===== config.mk =====
export PLATFORM = sky130hd
export DESIGN_NAME = semafor_ped_request_flat
export DESIGN_NICKNAME = d
export VERILOG_FILES = /design/src/rtl/semafor_pkg.sv /design/src/rtl/semafor_ped_request_if.sv /design/src/rtl/semafor_debounce.sv /design/src/rtl/semafor_ped_request.sv /design/src/flat_wrapper.sv
export SDC_FILE = /design/constraint.sdc
export NUM_CORES = 1
export LEC_CHECK = 0
export CAP_MARGIN = 20
export CORE_ASPECT_RATIO = 0.9
export CORE_MARGIN = 8
export CORE_UTILIZATION = 54
export CTS_CLUSTER_SIZE = 16
export DETAILED_ROUTE_END_ITERATION = 10
export HOLD_SLACK_MARGIN = 0.08
export PLACE_DENSITY = 0.72
export REMOVE_ABC_BUFFERS = 1
export SYNTH_ARGS = -nofsm -noshare
export SYNTH_HDL_FRONTEND = slang
export SYNTH_SLANG_ARGS = --single-unit

===== constraint.sdc =====
create_clock -name clk -period 1.8 [get_ports clk]
set_input_delay 0.27 -clock clk [delete_from_list [all_inputs] [get_ports clk]]
set_output_delay 0.27 -clock clk [all_outputs]
set_load 0.005 [all_outputs]

===== src/rtl/semafor_pkg.sv =====
// semafor_pkg: shared types and defaults for the crossing controller and its pedestrian request unit.
package semafor_pkg;
  typedef enum logic [1:0] {IDLE, REQ, WALK, COOL} ped_state_e;
  typedef enum logic [1:0] {RED, YELLOW, GREEN} lamp_e;
  localparam int DEF_DEBOUNCE_CYCLES = 4;
  localparam int DEF_COOLDOWN_CYCLES = 8;
  localparam int DEF_BLINK_HALF = 2;
endpackage


===== src/rtl/semafor_ped_request_if.sv =====
// semafor_ped_request_if: button and lamp inputs plus request/indicator outputs of the pedestrian unit.
interface semafor_ped_request_if;
  logic btn;
  logic R_P;
  logic G_P;
  logic sw;
  logic wait_lamp;
  logic fault;
  modport master (output btn, R_P, G_P, input sw, wait_lamp, fault);
  modport slave (input btn, R_P, G_P, output sw, wait_lamp, fault);
endinterface


===== src/rtl/semafor_debounce.sv =====
// semafor_debounce: two-flop synchronizer followed by a stable-level debounce counter.
module semafor_debounce
  import semafor_pkg::*;
#(
  parameter int DEBOUNCE_CYCLES = DEF_DEBOUNCE_CYCLES
) (
  input  logic clk,
  input  logic rst_n,
  input  logic btn_i,
  output logic btn_db_o
);
  localparam int W = $clog2(DEBOUNCE_CYCLES + 1);
  logic [1:0] sync_q;
  logic [W-1:0] cnt_q;
  logic db_q;
  assign btn_db_o = db_q;
  always_ff @(posedge clk or negedge rst_n)
    if (!rst_n) begin
      sync_q <= '0;
      cnt_q <= '0;
      db_q <= 1'b0;
    end else begin
      sync_q <= {sync_q[0], btn_i};
      if (sync_q[1] == db_q) cnt_q <= '0;
      else if (cnt_q == W'(DEBOUNCE_CYCLES)) begin
        db_q <= sync_q[1];
        cnt_q <= '0;
      end else cnt_q <= cnt_q + 1'b1;
    end
endmodule


===== src/rtl/semafor_ped_request.sv =====
// semafor_ped_request: pedestrian request latch with cooldown and lamp-pair fault monitor.
// Define SEMAFOR_PED_BLINK_EN to make the wait lamp blink while a request is outstanding.
module semafor_ped_request
  import semafor_pkg::*;
#(
  parameter int DEBOUNCE_CYCLES = DEF_DEBOUNCE_CYCLES,
  parameter int COOLDOWN_CYCLES = DEF_COOLDOWN_CYCLES,
  parameter int BLINK_HALF = DEF_BLINK_HALF
) (
  input logic clk,
  input logic rst_n,
  semafor_ped_request_if.slave bus
);
  localparam int CW = $clog2(COOLDOWN_CYCLES + 1);
  ped_state_e state_q;
  logic [CW-1:0] cnt_q;
  logic btn_db, db_q, press, eq, eq_q, fault_q, fault_d, pending_q, sw_q, wait_q, blink_on;
  semafor_debounce #(.DEBOUNCE_CYCLES(DEBOUNCE_CYCLES)) u_db (
    .clk(clk),
    .rst_n(rst_n),
    .btn_i(bus.btn),
    .btn_db_o(btn_db)
  );
  assign press = btn_db & ~db_q;
  assign eq = bus.R_P == bus.G_P;
  // one equal sample is a lamp changeover; two in a row is a real fault
  assign fault_d = fault_q | (eq & eq_q);
  assign bus.sw = sw_q;
  assign bus.wait_lamp = wait_q;
  assign bus.fault = fault_q;
`ifdef SEMAFOR_PED_BLINK_EN
  localparam int BW = $clog2(2 * BLINK_HALF + 1);
  logic [BW-1:0] blink_q, blink_d;
  assign blink_d = (blink_q == BW'(2 * BLINK_HALF - 1)) ? '0 : blink_q + 1'b1;
  assign blink_on = blink_d < BW'(BLINK_HALF);
  always_ff @(posedge clk or negedge rst_n)
    if (!rst_n) blink_q <= '0;
    else blink_q <= (state_q == REQ && !bus.G_P && !fault_d) ? blink_d : '0;
`else
  logic unused_blink;
  assign blink_on = 1'b1;
  assign unused_blink = |BLINK_HALF;
`endif
  always_ff @(posedge clk or negedge rst_n)
    if (!rst_n) begin
      state_q <= IDLE;
      cnt_q <= '0;
      db_q <= 1'b0;
      eq_q <= 1'b0;
      fault_q <= 1'b0;
      pending_q <= 1'b0;
      sw_q <= 1'b0;
      wait_q <= 1'b0;
    end else begin
      db_q <= btn_db;
      eq_q <= eq;
      fault_q <= fault_d;
      sw_q <= 1'b0;
      wait_q <= 1'b0;
      if (fault_d) begin
        state_q <= IDLE;
        cnt_q <= '0;
        pending_q <= 1'b0;
      end else
        case (state_q)
          IDLE: if (press && !bus.G_P) begin
            state_q <= REQ;
            sw_q <= 1'b1;
            wait_q <= 1'b1;
          end
          REQ: if (bus.G_P) state_q <= WALK;
          else begin
            sw_q <= 1'b1;
            wait_q <= blink_on;
          end
          WALK: if (!bus.G_P) begin
            state_q <= COOL;
            cnt_q <= CW'(COOLDOWN_CYCLES);
          end
          COOL: if (cnt_q == CW'(1)) begin
            state_q <= (pending_q | press) ? REQ : IDLE;
            sw_q <= pending_q | press;
            wait_q <= pending_q | press;
            pending_q <= 1'b0;
            cnt_q <= '0;
          end else begin
            cnt_q <= cnt_q - 1'b1;
            pending_q <= pending_q | press;
          end
        endcase
    end
endmodule

===== src/flat_wrapper.sv =====
// flat-port wrapper written by rule: the top's interface ports become plain ports
module semafor_ped_request_flat import semafor_pkg::*;
#(
  parameter int DEBOUNCE_CYCLES = DEF_DEBOUNCE_CYCLES,
  parameter int COOLDOWN_CYCLES = DEF_COOLDOWN_CYCLES,
  parameter int BLINK_HALF = DEF_BLINK_HALF
)
  (clk, rst_n, bus_btn, bus_R_P, bus_G_P, bus_sw, bus_wait_lamp, bus_fault);
  semafor_ped_request_if bus_i ();
  input logic clk;
  input logic rst_n;
  input wire logic [$bits(bus_i.btn)-1:0] bus_btn;
  input wire logic [$bits(bus_i.R_P)-1:0] bus_R_P;
  input wire logic [$bits(bus_i.G_P)-1:0] bus_G_P;
  output wire logic [$bits(bus_i.sw)-1:0] bus_sw;
  output wire logic [$bits(bus_i.wait_lamp)-1:0] bus_wait_lamp;
  output wire logic [$bits(bus_i.fault)-1:0] bus_fault;
  assign bus_i.btn = bus_btn;
  assign bus_i.R_P = bus_R_P;
  assign bus_i.G_P = bus_G_P;
  assign bus_sw = bus_i.sw;
  assign bus_wait_lamp = bus_i.wait_lamp;
  assign bus_fault = bus_i.fault;
  semafor_ped_request #(.DEBOUNCE_CYCLES(DEBOUNCE_CYCLES), .COOLDOWN_CYCLES(COOLDOWN_CYCLES), .BLINK_HALF(BLINK_HALF)) u_core (.clk(clk), .rst_n(rst_n), .bus(bus_i));
endmodule

Word level (Yosys, flattened, before mapping)

Index checks and enable logic that the tools add are counted.

$add $sub $neg: 2
Equality and inequality tests: 11
Muxes and demuxes: 21
Bitwise operators: 6
Reductions and logical operators: 8

Operators with widths:

| operator                                             | number |
|---|---|
| two-way mux 4 bit                                    | 3 |
| two-way mux 2 bit                                    | 5 |
| two-way mux 1 bit                                    | 8 |
| one-hot mux 2 bit (4 select lines)                   | 1 |
| one-hot mux 4 bit (2 select lines)                   | 1 |
| two-way mux 3 bit                                    | 2 |
| != test 3 x 1 -> 1 bit (second input constant)       | 2 |
| != test 3 x 2 -> 1 bit (second input constant)       | 2 |
| equality test 2 bit (second input constant)          | 2 |
| equality test 4 x 1 -> 1 bit (second input constant) | 1 |
| AND reduction 2 bit                                  | 2 |
| AND reduction 4 bit                                  | 1 |
| subtractor 4 x 1 -> 4 bit (second input constant)    | 1 |
| adder 3 x 1 -> 3 bit (second input constant)         | 1 |
| equality test 3 bit (second input constant)          | 1 |
| one-hot mux 1 bit (3 select lines)                   | 1 |
| nonzero test 3 bit                                   | 1 |
| AND 1 bit                                            | 2 |
| equality test 1 bit                                  | 2 |
| equality test 2 x 1 -> 1 bit (second input constant) | 1 |
| zero test 2 bit                                      | 1 |
| inverter 1 bit                                       | 2 |
| bitwise OR 1 bit                                     | 2 |
| nonzero test 2 bit                                   | 1 |
| 2 further kinds                                      | 2 |

Bits in registers: 17
Input bits: 5
Output and inout port bits: 3
Logic and storage cells: 58

Longest topological paths before layout

Gate-level depths: netlist (run 1).

Depth in word-level cells: 7
Gate-level depth with buffers: 6
Depth with buffers taken out: 6

Modules after synthesis

A second synthesis (run 1) with hierarchy kept.

Cells, all modules: 80
Area, all modules: 902.1 µm²

By module, submodules not included:

| module              | times used | cells an instance | area each (µm²) | seq. area each (µm²) |
|---|---|---|---|---|
| semafor_ped_request | 1          | 62                | 661.9           | 275.3 |
| semafor_debounce    | 1          | 18                | 240.2           | 150.1 |

Worst setup path before layout (run 1)

Ideal clock, no wire load.

Path type: flip-flop to flip-flop
From: reg u_core.state_q[0]
To: reg u_core.cnt_q[2]
Setup time: 0.077 ns
Arrival time: 1.492 ns
Required time: 1.723 ns
Setup slack: 0.231 ns
Cell stages (with the launch flop): 7
Path buffers: 0
Clock period less this slack: 1.569 ns
Path through: dfrtp_1 inv_1 ha_1 nand2_1 o21ai_2 or4b_1 a21oi_1

Word-level cells in the longest chain between the ends: 3
Elaborated cells between the ends (all ways): 7
Classes of those cells: 3 x eq/ne; 2 x mux; 2 x reduce/logical

RTL lines:

| item                                                            | RTL line                  | RTL |
|---|---|---|
| start: declaration                                              | semafor_ped_request.sv:15 | `ped_state_e state_q;` |
| start signal: assignment                                        | semafor_ped_request.sv:81 | `state_q <= (pending_q \| press) ? REQ : IDLE;` |
| equality test 2 bit                                             | semafor_ped_request.sv:65 | `case (state_q)` |
| one-hot mux 4 bit (2 select lines) (tied with other cells)      | semafor_ped_request.sv:65 |  |
| two-way mux 4 bit / AND reduction 2 bit (equally long branches) | --                        |  |
| end signal: assignment                                          | semafor_ped_request.sv:78 | `cnt_q <= CW'(COOLDOWN_CYCLES);` |
| end signal: assignment                                          | semafor_ped_request.sv:87 | `cnt_q <= cnt_q - 1'b1;` |
| end: declaration                                                | semafor_ped_request.sv:16 | `logic [CW-1:0] cnt_q;` |

Several ways; a longest one is shown, not always the timed one.
A chain may end at the register's enable or synchronous reset.

Final worst setup path (run 1)

From: reg u_core.cnt_q[0]
To: reg u_core.cnt_q[2]

Word-level cells in the longest chain between the ends: 4
Elaborated cells between the ends (all ways): 5
Classes of those cells: 1 x add/sub; 1 x eq/ne; 3 x mux

RTL lines:

| item                                                                             | RTL line                                             | RTL |
|---|---|---|
| subtractor 4 x 1 -> 4 bit / equality test 4 x 1 -> 1 bit (equally long branches) | semafor_ped_request.sv:87, semafor_ped_request.sv:80 |  |
| two-way mux 4 bit *                                                              | semafor_ped_request.sv:80                            | `COOL: if (cnt_q == CW'(1)) begin` |
| one-hot mux 4 bit (2 select lines) *                                             | semafor_ped_request.sv:65                            |  |
| two-way mux 4 bit *                                                              | semafor_ped_request.sv:60                            | `if (fault_d) begin` |

Every way passes the cells marked *; elsewhere a longest branch is shown, timed or not.

==> results of run 1 <==
==> power breakdown <==
part | leakage, nW | internal (W) | switching, W
logic | 0.184 | 0.0000888 | 0.0000793
registers | 0.220 | 0.000430 | 0.0000326
clock network | 0.0177 | 0.0000825 | 0.000120
==> cells in the final DEF, fill, tap and decap left out, types with 2 or more instances in the layout <==
master and n:
dfrtp_1 17, ha_1 10, inv_1 7, clkdlybuf4s50_1 7
a21oi_1 6, nand2_1 4, nor2_1 4, nor3b_1 3
o21ai_0 3, nor3_1 3, clkbuf_4 3, buf_4 3
xnor2_1 2, nor2b_1 2, or3_1 2
==> worst paths after layout <==
path / to
max: u_core.cnt_q[2]
min: u_core.cnt_q[2]
max reg2reg: u_core.cnt_q[2]
min reg2reg: u_core.u_db.sync_q[1]
max in group asynchronous: u_core.pending_q
min in group clk: u_core.u_db.sync_q[1]
==> kinds of logic after synthesis <==
logic type | count (synthesis) | synth area share (%)
and+or+nand+nor | 23 | 14.8
AOI/OAI and AO/OA | 19 | 15.5
adders and majority gates | 10 | 13.9
xor gates and xnor gates | 2 | 1.95
DFF | 17 | 47.4
muxes | 2 | 2.37
buffers and inverters | 9 | 4.18
==> state kept, by name (all words and copies together), names as in the netlist, 2 cells and up <==
signal              flops
u_core.u_db.cnt_q       3
u_core.state_q          2
u_core.u_db.sync_q      2
u_core.cnt_q            4
==> cell type report <==
class / count / share of cell area, %
clock inverters: 1 / 0.481
clock buffers: 3 / 2.16
repair buffers: 10 / 8.89
multi-input cells: 56 / 41.8
well taps: 24 / 2.88
inverters: 8 / 2.88
flip-flops and latches: 17 / 40.9
==> stage by stage <==
step / power (W) / utilization (%) / worst slack, ps / instance area [um2] / hold WS, ps
global placement: 0.000636 / 62.9 / 115 / 1010 / 341
CTS: 0.000847 / 64.6 / 114 / 1040 / 286
floorplan: 0.000594 / - / 231 / 891 / -25.6
detailed placement: 0.000642 / 62.9 / 77.7 / 1010 / 337
global route: 0.000899 / 64.6 / 24.3 / 1040 / 291
finish: 0.000833 / 64.6 / 127 / 1040 / 287
==> layer usage <==
metal / wire length (um) / vias up / GRT usage [%]
met2: 677 / 8 / 19.0
met1: 650 / 298 / 12.0
met5: 0 / - / 0
met3: 103 / 0 / 4.46
li1: - / 311 / -
met4: 0 / 0 / 3.57
==> impl_metrics.ini, run 1 <==
[setup_path]
worstPathCellList = ha_1 > or3b_4 > nand2_2 > or4b_1 > a21oi_1
start_kind = flip-flop
crit_buf_inv = 0
arrival_ps = 1890
crit_slowest_cell = or4b_1
r2r_slack_ps = 130
crit_path_max_fanout = 4
ff2ff_path_depth = 5
cp_top_family = simple AND/OR/NAND/NOR gates
startpoint = u_core.cnt_q[0]
slowest_delay_ps = 470
critPathKind = reg2reg
critPathCaptureType = flip-flop
rr_startpoint = u_core.cnt_q[0]
cp.required_ps = 2020
crit_cells = 5

[synth]
synth_warnings = 0
synth.top_cell.area_share_pct = 47.4
yosys-top-cells-count = dfrtp_1, ha_1, inv_1, a21oi_1
yosys-top-cells-area = dfrtp_1, ha_1, a21oi_1
synth.distinct_cells = 31
syn_inst = 82
synth_edf_count = 0
synth_area_per_cell_um2 = 11.0
synth_most_common_cell = dfrtp_1
synth_flop_cell = dfrtp_1
synth-async-reset-ratio_pct = 100
synth-seq-cells = 17
yosysSeqAreaShare_pct = 47.4
synth_top_cell_by_area = dfrtp_1
syn_area_um2 = 898

[power]
power_leakage_nw = 0.422
power.density_nw_per_um2 = 800
ir_worst_vdd_mv = 0.617

[clocking]
ctsHoldBuffers = 0
htree_num_levels = 1
post_cts_resized = 0
cts_root_buf = clkbuf_4
cts_made_buffers = 3
cts.sinks = 17
cts_setup_buffers = 0
cts_tree = done
clockBufferDepth = 2
clkTransAtPathRegs_ps = 100
insertion_delay_ps = 280

[placement]
io_buffer_count = 7
post-dp-hpwl_um = 1140
dp_cells = 115
gp_congestion = 0.844

[run_status]
outcome = completed

[cells_and_area]
antennaDiodeCount = 0
fin_nets = 111
ff_latch_area_um2 = 425
fillers = 141
multi_input_area_um2 = 435
layoutNonFillerInstCount = 119
layout-drive-gt1-share_pct = 15.8
syn2layout_area_growth_pct = 15.9

[global_route]
grt_remaining_overflow = 0
grt_usage_pct = 10.9
grt_antenna_before_repair = 0
grt_pass1_vias = 644
grt_max_degree = 18
grt_pass1_wl_um = 2660

[timing]
period_minus_slack_ps = 1670
worst_slew_pin_slew_ps = 273
skew_ps = 1.28
tns_ps = 0
setup_viol = 0
post-route-period-util_pct = 92.9
slew_headroom_pct = 81.7
fmax_ghz = 0.598
slew_viol_final = 0
rsz0062_at_grt = no
hold_violations = 0

[floorplan]
start_util_pct = 55.7
dieWidth_um = 59.0
fp-row-count = 14
coreArea_um2 = 1610
dieArea_um2 = 3230
die_h_um = 54.7
ios = 8

[detailed_routing]
routed_via_density = 5.18
drtIter0Drc = 12
wire_per_inst_um = 12.0
wl_um = 1430
dr.pass1.iters = 4
postRouteAntennaNets = 0
route.detailed.drc = 0
vias = 617

[worst_hold_path]
hold_path.class = in2async

[job]
drv_cap = 0
Note: power is estimated with default switching activity, not from simulation.
==> inputs of run 2 (changes only) <==
--- a/config.mk
+++ b/config.mk
@@ -7,7 +7,7 @@
 export LEC_CHECK = 0
 export CAP_MARGIN = 20
 export CORE_ASPECT_RATIO = 0.9
-export CORE_MARGIN = 8
+export CORE_MARGIN = 5
 export CORE_UTILIZATION = 54
 export CTS_CLUSTER_SIZE = 16
 export DETAILED_ROUTE_END_ITERATION = 10
==> run 2 against run 1 <==
Against the previous run: non-clock buffer count did not move; global-route usage rose by 2.2 points; setup slack got worse by 13 ps; clock power rose by 2%; fmax fell by 0.79%; clock skew rose by 0.67 ps; register-to-register slack barely moved; critical path depth rose by 1; largest power group unchanged.
==> impl_metrics.ini, run 2 (synthesis results as in run 1) <==
[clocking]
cts_made_buffers = 3
cts_root_buf = clkbuf_4
ctsHoldBuffers = 0
cts.sinks = 17
cts_tree = done
post_cts_resized = 0
cts_setup_buffers = 0
clkTransAtPathRegs_ps = 100
htree_num_levels = 1
insertion_delay_ps = 280
clockBufferDepth = 2

[setup_path]
crit_buf_inv = 1
cp.required_ps = 2020
crit_cells = 6
cp_top_family = simple AND/OR/NAND/NOR gates
arrival_ps = 1910
start_kind = flip-flop
crit_path_max_fanout = 7
crit_slowest_cell = or4b_1
worstPathCellList = inv_1 > ha_1 > nand2_1 > o21ai_2 > or4b_1 > a21oi_1
slowest_delay_ps = 510
critPathKind = reg2reg
ff2ff_path_depth = 6
critPathCaptureType = flip-flop

[power]
p_switching_w = 0.000239
p_sw_share_pct = 28.4
total_power_w = 0.000844
p_clk_share_pct = 24.5
pwr-share-seq_pct = 55.1
power.density_nw_per_um2 = 809
p_int_w = 0.000604
power_leakage_nw = 0.418
pwr-share-comb_pct = 20.4
ir_worst_vdd_mv = 0.595

[detailed_routing]
routed_via_density = 5.13
vias = 611
route.detailed.drc = 0
drtIter0Drc = 14
wire_per_inst_um = 11.6
dr.pass1.iters = 4
wl_um = 1380
postRouteAntennaNets = 0

[timing]
fmax_ghz = 0.593
hold_violations = 0
slew_headroom_pct = 82.5
period_minus_slack_ps = 1690
post-route-period-util_pct = 93.7
skew_ps = 1.95
setup_viol = 0
timing.hold.ws_ps = 292
worst_slew_pin_slew_ps = 261
tns_ps = 0
rsz0062_at_grt = no
slew_viol_final = 0

[cells_and_area]
syn2layout_area_growth_pct = 16.2
layout_common_cells = dfrtp_1, ha_1, inv_1, clkdlybuf4s50_1, a21oi_1
top_regs = u_core.cnt_q: 4 flops, u_core.u_db.cnt_q: 3 flops
largest_reg_flops = 4
fillers = 140
antennaDiodeCount = 0
largest_register = u_core.cnt_q
final_common_cell = dfrtp_1
layoutNonFillerInstCount = 119
fin_nets = 111
layout-drive-gt1-share_pct = 15.8

[global_route]
grt_pass1_vias = 585
grt.busiest_layer = met2
met2_usage_pct = 19.8
grt_usage_pct = 13.1
grt_use_met1_pct = 18.2
grt_max_degree = 18
grt_pass1_wl_um = 2590
grt_remaining_overflow = 0
grt_antenna_before_repair = 0
met3_usage_pct = 4.60

[placement]
gp_congestion = 0.819
dp_cells = 115
post-dp-hpwl_um = 1100
io_buffer_count = 7

[floorplan]
dieWidth_um = 53.0
ios = 8
start_util_pct = 55.1
die_h_um = 48.7
fp-row-count = 14
dieArea_um2 = 2580
coreArea_um2 = 1630

[job]
drv_cap = 0

[run_status]
outcome = completed

[worst_hold_path]
hold_path.class = in2async
[run 2: cell types whose count changed in the layout (fill, tap and decap cells not counted)]
cell,previous run,this run
clkinv_2,1,0
clkinvlp_4,0,1
[run 2: path summary, 6_finish.rpt]
kind | startpoint | to | slack, ps
worst min-delay path | rst_n | u_core.eq_q | 290
min in group clk | u_core.u_db.sync_q[0] | u_core.u_db.sync_q[1] | 360
worst max-delay path | u_core.state_q[0] | u_core.cnt_q[2] | 110
worst max register to register | u_core.state_q[0] | u_core.cnt_q[2] | 110
worst min register to register | u_core.u_db.sync_q[0] | u_core.u_db.sync_q[1] | 360
max in group asynchronous | rst_n | u_core.cnt_q[3] | 1330
[run 2: worst reg2reg max path: stages (launching register included)]
cell and delay, ps:
dfrtp_1 390, inv_1 120, ha_1 260, nand2_1 100, o21ai_2 100, or4b_1 510
a21oi_1 150
[run 2: layer usage]
metal / up-vias / routed length [um]
met5: - / 0
met4: 0 / 0
met3: 0 / 98
met2: 10 / 595
met1: 288 / 687
li1: 313 / -
[run 2: layout make-up]
| cell class | instances | area [um2] | share of cell area (%) |
|---|---|---|---|
| clock buffer | 3 | 22.5 | 2.16 |
| multi-input combinational | 56 | 435 | 41.7 |
| sequential | 17 | 425 | 40.8 |
| timing repair buffer | 10 | 92.6 | 8.87 |
| inverter | 8 | 30.0 | 2.88 |
| tap | 24 | 30.0 | 2.88 |
| clock inverter | 1 | 7.51 | 0.719 |
[run 2: through the flow]
step | utilization (%) | setup WS, ps | cell area [um2]
after floorplan | - | 231 | 891
after global placement | 62.2 | 61.3 | 1010
after detailed placement | 62.2 | 75.5 | 1010
after CTS | 64.1 | 105 | 1040
after global routing | 64.1 | 0.868 | 1040
final | 64.1 | 114 | 1040
[run 2: power groups by stage]
stage	registers [W]	logic [W]	clock network [W]
floorplan	0.000464	0.000130	0
global placement	0.000469	0.000165	0
detailed placement	0.000474	0.000173	0
CTS	0.000466	0.000174	0.000214
global route	0.000475	0.000197	0.000234
finish	0.000465	0.000172	0.000207
==> inputs of run 3 (changes only) <==
--- a/config.mk
+++ b/config.mk
@@ -16,4 +16,5 @@
 export REMOVE_ABC_BUFFERS = 1
 export SYNTH_ARGS = -nofsm -noshare
 export SYNTH_HDL_FRONTEND = slang
+export SYNTH_HIERARCHICAL = 1
 export SYNTH_SLANG_ARGS = --single-unit
==> run 3 against run 2 <==
Against the previous run: the run now ends with negative setup slack left; combinational power shrank 8%; global-route usage increased by 2.2 points; largest power group unchanged; power is 1.9% lower; count of clock-buffer cells in the layout did not move; register-to-register slack got worse by 130 ps; design area up 2.6%; flip-flop and latch count unchanged; critical path type unchanged; non-clock buffer count increased by 3; area after synthesis up 0.42%; critical path depth unchanged.
==> impl_metrics.ini, run 3 <==
[cells_and_area]
final_common_cell = dfrtp_1
final_cell_area_um2 = 1070
antennaDiodeCount = 0
top_regs = u_core/cnt_q: 4 flops, u_core/u_db/cnt_q: 3 flops
largest_reg_flops = 4
layout_common_cells = dfrtp_1, clkdlybuf4s50_1, a21oi_1, ha_1, buf_4
fin_nets = 108
syn2layout_area_growth_pct = 18.7
largest_register = u_core/cnt_q
layout-drive-gt1-share_pct = 23.4

[timing]
fmax_ghz = 0.552
rsz0062_at_grt = yes
post-route-period-util_pct = 101
hold_violations = 0
period_minus_slack_ps = 1810
worst_slew_pin_slew_ps = 350
slew_headroom_pct = 76.4
skew_ps = 7.08
worst_slack_ps = -11.1
slew_viol_final = 0
setup_viol = 1

[floorplan]
start_util_pct = 55.4
die_h_um = 48.8
dieArea_um2 = 2590
fp-row-count = 14
dieWidth_um = 53.1
ios = 8
coreArea_um2 = 1630

[placement]
gp_congestion = 0.843
post-dp-hpwl_um = 1200
io_buffer_count = 7
place_area_um2 = 1020

[clocking]
clockBufferDepth = 2
cts_root_buf = clkbuf_4
cts_tree = done
htree_num_levels = 1
insertion_delay_ps = 300
cts.sinks = 17
ctsHoldBuffers = 0
clkTransAtPathRegs_ps = 100
cts_made_buffers = 3

[run_status]
violations = negative setup slack
outcome = finished, violations left

[synth]
synth.top_cell.area_share_pct = 47.2
syn_area_um2 = 902
synth_most_common_cell = dfrtp_1
yosysSeqAreaShare_pct = 47.2
synth.distinct_cells = 32
synth_top_cell_by_area = dfrtp_1
syn_inst = 80
yosys-top-cells-area = dfrtp_1, ha_1, a21oi_1
synth_flop_cell = dfrtp_1
synth_area_per_cell_um2 = 11.3
synth_edf_count = 0
yosys-top-cells-count = dfrtp_1, ha_1, a21oi_1, inv_1
synth-seq-cells = 17
synth_warnings = 6
synth-async-reset-ratio_pct = 100

[power]
power_leakage_nw = 0.443
power.density_nw_per_um2 = 773
ir_worst_vdd_mv = 0.478
total_power_w = 0.000828

[detailed_routing]
routed_via_density = 5.29
dr.pass1.iters = 4
vias = 624
route.detailed.drc = 0
drtIter0Drc = 3
wire_per_inst_um = 13.6
postRouteAntennaNets = 0
wl_um = 1610

[setup_path]
start_kind = flip-flop
cp.required_ps = 1990
arrival_ps = 2000
critPathCaptureType = flip-flop
critPathKind = reg2reg
crit_path_max_fanout = 5

[job]
drv_cap = 0

[global_route]
grt_pass1_wl_um = 2820
grt_max_degree = 18
grt_antenna_before_repair = 0
grt_usage_pct = 15.4
grt_remaining_overflow = 0
grt_pass1_vias = 624

[worst_hold_path]
hold_path.class = in2async
run 3: cells by family after synthesis:
group	Yosys count	share of synthesized area, %
adders and majority gates	8	11.1
and+or+nand+nor	22	15.7
xor gates and xnor gates	2	1.94
buffers and inverters	9	4.30
AOI/OAI and AO/OA	18	15.0
DFF	17	47.2
muxes	4	4.85
run 3: per-stage QoR:
stage	instances	TNS [ps]	hold WS (ps)	worst slack [ps]	utilization [%]
2_1_floorplan	77	0	-25.6	123	-
5_1_grt	118	-81.0	304	-74.7	65.7
6_report	118	-11.1	283	-11.1	65.7
3_3_place_gp	113	-2.89	338	-2.89	62.8
3_5_place_dp	113	-101	344	-69.3	62.8
4_1_cts	117	0	289	4.25	64.5
run 3: critical path: stages (launching register included):
cell	delay, ps
dfrtp_1	420
inv_2	90
ha_4	130
or3b_4	420
a221oi_4	340
mux2i_1	240
nor2_1	70
run 3: where the power goes:
group	total (W)	internal [W]	switching [W]
Combinational	0.000159	0.0000893	0.0000699
Sequential	0.000463	0.000429	0.0000332
Clock	0.000206	0.0000829	0.000123
run 3: what timing repair did:
action / in CTS / in global routing
setup endpoints to repair: 1 / 3
gates cloned: 0 / 0
hold endpoints to repair: 0 / 0
setup buffers: 0 / 1
pin swaps: 1 / 3
resized for setup: 0 / 3
run 3: area by class of cell:
cell class	instances	area [um2]
Tap cell	24	30.0
Multi-Input combinational cell	54	450
Clock inverter	1	5.00
Clock buffer	3	22.5
Fill cell	147	558
Timing Repair Buffer	13	115
Inverter	6	22.5
Sequential cell	17	425
run 3: per-layer routing:
layer / wire (um) / global-route usage (%) / vias to the layer above / share of wire, %
met5: 0 / 0 / - / 0
met4: 57 / 8.94 / 0 / 3.5
met3: 110 / 6.12 / 7 / 6.8
met2: 712 / 22.3 / 14 / 44
met1: 727 / 18.9 / 300 / 45
li1: - / - / 303 / -
run 3: path summary, 6_finish.rpt:
| kind | startpoint | end | slack [ps] | cells past startpoint |
|---|---|---|---|---|
| worst max-delay path | u_core/cnt_q[1] | u_core/state_q[1] | -10 | 6 |
| worst min-delay path | rst_n | u_core/state_q[1] | 280 | 2 |
| worst max register to register | u_core/cnt_q[1] | u_core/state_q[1] | -10 | 6 |
| worst min register to register | u_core/u_db/sync_q[0] | u_core/u_db/sync_q[1] | 360 | 0 |
| max in group asynchronous | rst_n | u_core/cnt_q[1] | 1330 | 2 |
| min in group clk | u_core/u_db/sync_q[0] | u_core/u_db/sync_q[1] | 360 | 0 |
